[src/rtl/cpu4510_map_bus.sv]
// 4510 MAP translation of the core's next address to 20-bit physical, registered bus outputs with 1-cycle latency.
// Slow-page accesses drop the registered ready for WAIT_CYCLES cycles when MAP_WAITSTATE_EN is defined; otherwise ready is tied high.
module cpu4510_map_bus #(
    parameter int         WAIT_CYCLES = 2,
    parameter logic [7:0] SLOW_PAGE   = 8'h0D
) (
    input  logic        clk,
    input  logic        reset,
    input  logic [15:0] address_next,
    input  logic        write_next,
    input  logic [7:0]  data_o_next,
    input  logic        map,
    input  logic        hyper_mode,
    input  logic [7:0]  a_in,
    input  logic [7:0]  x_in,
    input  logic [7:0]  y_in,
    input  logic [7:0]  z_in,
    output logic        ready,
    output logic [19:0] phys_addr_next,
    output logic [19:0] phys_addr,
    output logic        mem_we,
    output logic [7:0]  mem_wdata,
    output logic [15:0] map_lo,
    output logic [15:0] map_hi
);

    logic [11:0] lo_off_q, hi_off_q;
    logic [3:0]  lo_en_q, hi_en_q;
    logic [19:0] phys_addr_q;
    logic        mem_we_q;
    logic [7:0]  mem_wdata_q;

    logic [2:0]  blk;
    logic        blk_en;
    logic [11:0] blk_off;

    assign blk     = address_next[15:13];
    assign blk_en  = blk[2] ? hi_en_q[blk[1:0]] : lo_en_q[blk[1:0]];
    assign blk_off = blk[2] ? hi_off_q : lo_off_q;

    // The 20-bit add wraps naturally modulo 2^20.
    assign phys_addr_next = (blk_en && !hyper_mode)
                          ? ({4'h0, address_next} + {blk_off, 8'h00})
                          : {4'h0, address_next};

    always_ff @(posedge clk) begin
        if (!reset) begin
            lo_off_q    <= '0;
            hi_off_q    <= '0;
            lo_en_q     <= '0;
            hi_en_q     <= '0;
            phys_addr_q <= '0;
            mem_we_q    <= 1'b0;
            mem_wdata_q <= '0;
        end else if (ready) begin
            if (map) begin
                lo_off_q <= {x_in[3:0], a_in};
                lo_en_q  <= x_in[7:4];
                hi_off_q <= {z_in[3:0], y_in};
                hi_en_q  <= z_in[7:4];
            end
            phys_addr_q <= phys_addr_next;
            mem_we_q    <= write_next;
            mem_wdata_q <= data_o_next;
        end
    end

    assign phys_addr = phys_addr_q;
    assign mem_we    = mem_we_q;
    assign mem_wdata = mem_wdata_q;
    assign map_lo    = {lo_en_q, lo_off_q};
    assign map_hi    = {hi_en_q, hi_off_q};

`ifdef MAP_WAITSTATE_EN
    typedef enum logic {ST_RUN, ST_WAIT} state_t;

    state_t     state_q, state_d;
    logic [3:0] wcnt_q, wcnt_d;
    logic       ready_q, ready_d;

    always_ff @(posedge clk) begin
        if (!reset) begin
            state_q <= ST_RUN;
            wcnt_q  <= '0;
            ready_q <= 1'b1;
        end else begin
            state_q <= state_d;
            wcnt_q  <= wcnt_d;
            ready_q <= ready_d;
        end
    end

    always_comb begin
        state_d = state_q;
        wcnt_d  = wcnt_q;
        ready_d = ready_q;
        case (state_q)
            ST_RUN: begin
                // The edge that latches a slow address is the one that drops ready.
                if (phys_addr_next[19:12] == SLOW_PAGE && WAIT_CYCLES != 0) begin
                    wcnt_d  = 4'(WAIT_CYCLES);
                    ready_d = 1'b0;
                    state_d = ST_WAIT;
                end
            end
            ST_WAIT: begin
                wcnt_d = wcnt_q - 4'd1;
                if (wcnt_q == 4'd1) begin
                    ready_d = 1'b1;
                    state_d = ST_RUN;
                end
            end
            default: begin
                state_d = ST_RUN;
                ready_d = 1'b1;
            end
        endcase
    end

    assign ready = ready_q;
`else
    logic unused_cfg;
    assign unused_cfg = ^{SLOW_PAGE, 4'(WAIT_CYCLES)};
    assign ready      = 1'b1;
`endif

endmodule

[config.mk]
export PLATFORM = sky130hd
export DESIGN_NAME = cpu4510_map_bus
export DESIGN_NICKNAME = d
export VERILOG_FILES = /design/src/rtl/cpu4510_map_bus.sv
export SDC_FILE = /design/constraint.sdc
export NUM_CORES = 1
export LEC_CHECK = 0
export BUFFER_PORTS_ARGS = -buffer_cell sky130_fd_sc_hd__buf_2
export CAP_MARGIN = 40
export CORE_ASPECT_RATIO = 0.9
export CORE_MARGIN = 10
export CORE_UTILIZATION = 45
export DETAILED_ROUTE_END_ITERATION = 7
export PLACE_DENSITY = 0.79
export SLEW_MARGIN = 40
export SYNTH_ARGS = -nofsm -noshare
export SYNTH_HDL_FRONTEND = slang
export SYNTH_SLANG_ARGS = --single-unit
[constraint.sdc]
create_clock -name clk -period 3.2 [get_ports clk]
set_clock_uncertainty 0.15 [all_clocks]
set_input_delay 0.16 -clock clk [delete_from_list [all_inputs] [get_ports clk]]
set_output_delay 0.16 -clock clk [all_outputs]
set_load 0.01 [all_outputs]
==> flow_summary.yaml <==
synthesis:
  synth_cells: 285
  synth-seq-cells: 61
  synth_largest_area_cell: "dfxtp_1"
  yosysWarnings: 0
  synth_cell_type_count: 36
  syn-num-nets: 355
  ys_seq_area_frac: 0.433
  syn_area_per_cell_um2: 9.90
  syn_area_mm2: 0.00282
  synth_top_cell_area_share: 0.433
  synth_area_leaders: "dfxtp_1, mux2i_1, nor2b_1, and2_1, mux2_2"
floorplanning:
  pin_count: 143
  coreArea_mm2: 0.00611
  rows: 27
  die-height_um: 95.1
  die_w_um: 103
  start_util: 0.461
  die-area_mm2: 0.00984
setup_path:
  path_max_fanout: 3
  critPathArrivalTime_ns: 2.64
  r2r-start: "lo_off_q[2]"
  cp-endpoint: "phys_addr_next[18]"
  path_cells: "mux2_2 > ha_1 > inv_1 > fa_1 > nor2b_1 > o2111a_1 > o31ai_1 > mux2i_1 > nor3_1 > buf_2"
  cp-end-kind: "output port"
  worstPathRequired_ns: 2.89
  critPathMaxStageDelay_ns: 0.36
  cp-startpoint: "lo_off_q[0]"
  crit_type: "reg2out"
  cp_num_buf_inv: 2
  r2r_slack_ns: 0.77
  path_depth: 10
  cpMaxStageDelayCell: "o31ai_1"
  ff2ff_path_depth: 7
  cp-start-kind: "register"
  cp_top_family: "compound AO/OA/AOI/OAI gates"
  timing.rr.end: "phys_addr[15]"
routing:
  first_iter_violations: 116
  vias: 2647
  ant_nets: 0
  wl_met2_mm: 4.19
  routedWlPerCell_um: 16.0
  viasPerCell: 4.74
  routed_wirelength_mm: 8.96
  firstDrtPassIters: 4
  top_layer_used: "met4"
  wl_met3_mm: 1.16
  drc: 0
  wirelength_met1_mm: 3.41
outcome:
  run_status: "finished, final reports clean"
power:
  worst_ir_drop_vdd_mv: 0.326
  p_leak_nw: 2.16
  p_per_area_mw_per_mm2: 476
  total_power_w: 0.00204
grt:
  grt-ovfl-total: 0
  grt_pass1_wl_mm: 14.0
  grt_use_total: 0.182
  grt_max_degree: 59
  grt_pass1_vias: 2814
  antenna_found_initial: 1
job:
  drv_cap: 0
placed_design:
  dp_hpwl_mm: 6.13
  gp_congestion: 0.913
  port-buffer-count: 141
  dp_cells: 492
  pre_cts_ws_ns: 0.278
sta:
  tightestPinTransition_ns: 0.766
  finalCritPeriodShare: 0.922
  period_needed_ns: 2.95
  max_freq_mhz: 339
  finalSetupTns_ns: 0
  slew_viol_final: 0
  setup_ws_ns: 0.250
  relSlewSlack: 0.489
  setup_viol_count_final: 0
  hold_viol_final: 0
  rsz0062_at_grt: "false"
cells_and_area:
  final_common_cell: "buf_2"
  final_cell_mix: "buf_2, dfxtp_1, dlygate4sd3_1, mux2i_1, nor2b_1"
  drive_gt1_frac: 0.367
  fill_cells: 465
  layout.nets: 536
  areaGrowthSynthToFinish_pct: 51.6
  finalNonFillerCells: 559
hold_path:
  min_path_type: "in2reg"
clocking:
  clock_sinks: 61
  cts_buffers: 9
  cts_root_buffer: "clkbuf_8"
  clk_path_buf_depth: 2
  clk_pin_slew_worst_paths_ns: 0.07
  clk_latency_ns: 0.34
  cts_tree: "built"
  h-tree-depth: 3
  postCtsSetupBuffers: 0
registers in the layout, summed over array words and instances (netlist names):
register	count
lo_en_q	4
mem_wdata	8
hi_off_q	12
phys_addr	20
mem_we	1
hi_en_q	4
lo_off_q	12
layout make-up:
| type | instances | area, um^2 | area share |
|---|---|---|---|
| antenna | 1 | 2.50 | 0.000585 |
| clock buffer | 10 | 128 | 0.0298 |
| clock inverter | 6 | 111 | 0.0260 |
| inverter | 8 | 30.0 | 0.00702 |
| multi-input combinational | 194 | 1460 | 0.341 |
| sequential | 61 | 1220 | 0.286 |
| tap | 87 | 109 | 0.0255 |
| timing repair buffer | 192 | 1220 | 0.284 |
cells in the mapped netlist:
master     number
a211oi_1        1
nor3_1          8
nand3_1         5
o22ai_1         1
buf_6           1
o31ai_1         3
mux2_2          9
a21o_1          1
mux2i_1        37
ha_1            8
a21oi_1         9
dfxtp_1        61
a22oi_4         1
buf_4           9
mux4_2          2
xnor2_1         4
nor2b_1        35
nand2_2         1
clkbuf_1        7
nand2_1        15
o31ai_2         1
nor2_1         11
and2_1         23
o2111a_1        1
a21boi_0        1
fa_1            1
conb_1          1
a2111oi_1       1
buf_1           1
xor2_1          1
inv_1           8
o21ai_0         9
or4_1           1
buf_2           4
or2_2           1
o21a_1          2
metal layers:
metal	vias up	track usage
met3	17	0.0954
met5	-	0
met1	1190	0.189
met2	123	0.306
li1	1317	-
met4	0	0.0729
power breakdown:
part / internal [W] / switching, W / total, W
clock: 0.000517 / 0.000303 / 0.000820
sequential: 0.000803 / 0.0000235 / 0.000827
combinational: 0.000196 / 0.000193 / 0.000389
total: 0.00152 / 0.000519 / 0.00204
logic make-up after synthesis:
family | count (synthesis) | share of synthesized area
simple gates | 100 | 0.193
flops | 61 | 0.433
mux | 48 | 0.183
compound gates | 31 | 0.0749
buf+inv | 30 | 0.0563
fa+ha+maj | 9 | 0.0426
xor+xnor | 5 | 0.0155
other cells | 1 | 0.00133
tightest hold or removal path: stages:
cell and delay (ns):
buf_2 0.14, nand2_1 0.08, a21boi_0 0.07
repair_timing:
action / in CTS / in global routing
setup endpoints to repair: 0 / 2
resized for setup: 0 / 2
hold buffers: 50 / 0
hold endpoints to repair: 50 / 0
how the worst min path moves through the flow:
stage | slack, ns | end | start | cells past startpoint
finish | 0.02 | phys_addr[14] | address_next[14] | 3
global route | 0.02 | phys_addr[14] | address_next[14] | 3
CTS | 0.004 | phys_addr[14] | address_next[14] | 3
detailed placement | 0.22 | mem_wdata[4] | data_o_next[4] | 2
global placement | 0.21 | mem_we | write_next | 2
floorplan | 0.14 | mem_wdata[0] | data_o_next[0] | 1
metrics by stage:
stage          hold slack [ns]   util  cell area [um^2]
2_1_floorplan            0.137      -              2820
3_3_place_gp             0.215  0.575              3510
3_5_place_dp             0.219  0.575              3510
4_1_cts                0.00381  0.696              4250
5_1_grt                 0.0168  0.699              4280
6_report                0.0186  0.699              4280
No activity file was read; power rests on OpenSTA's default activity.
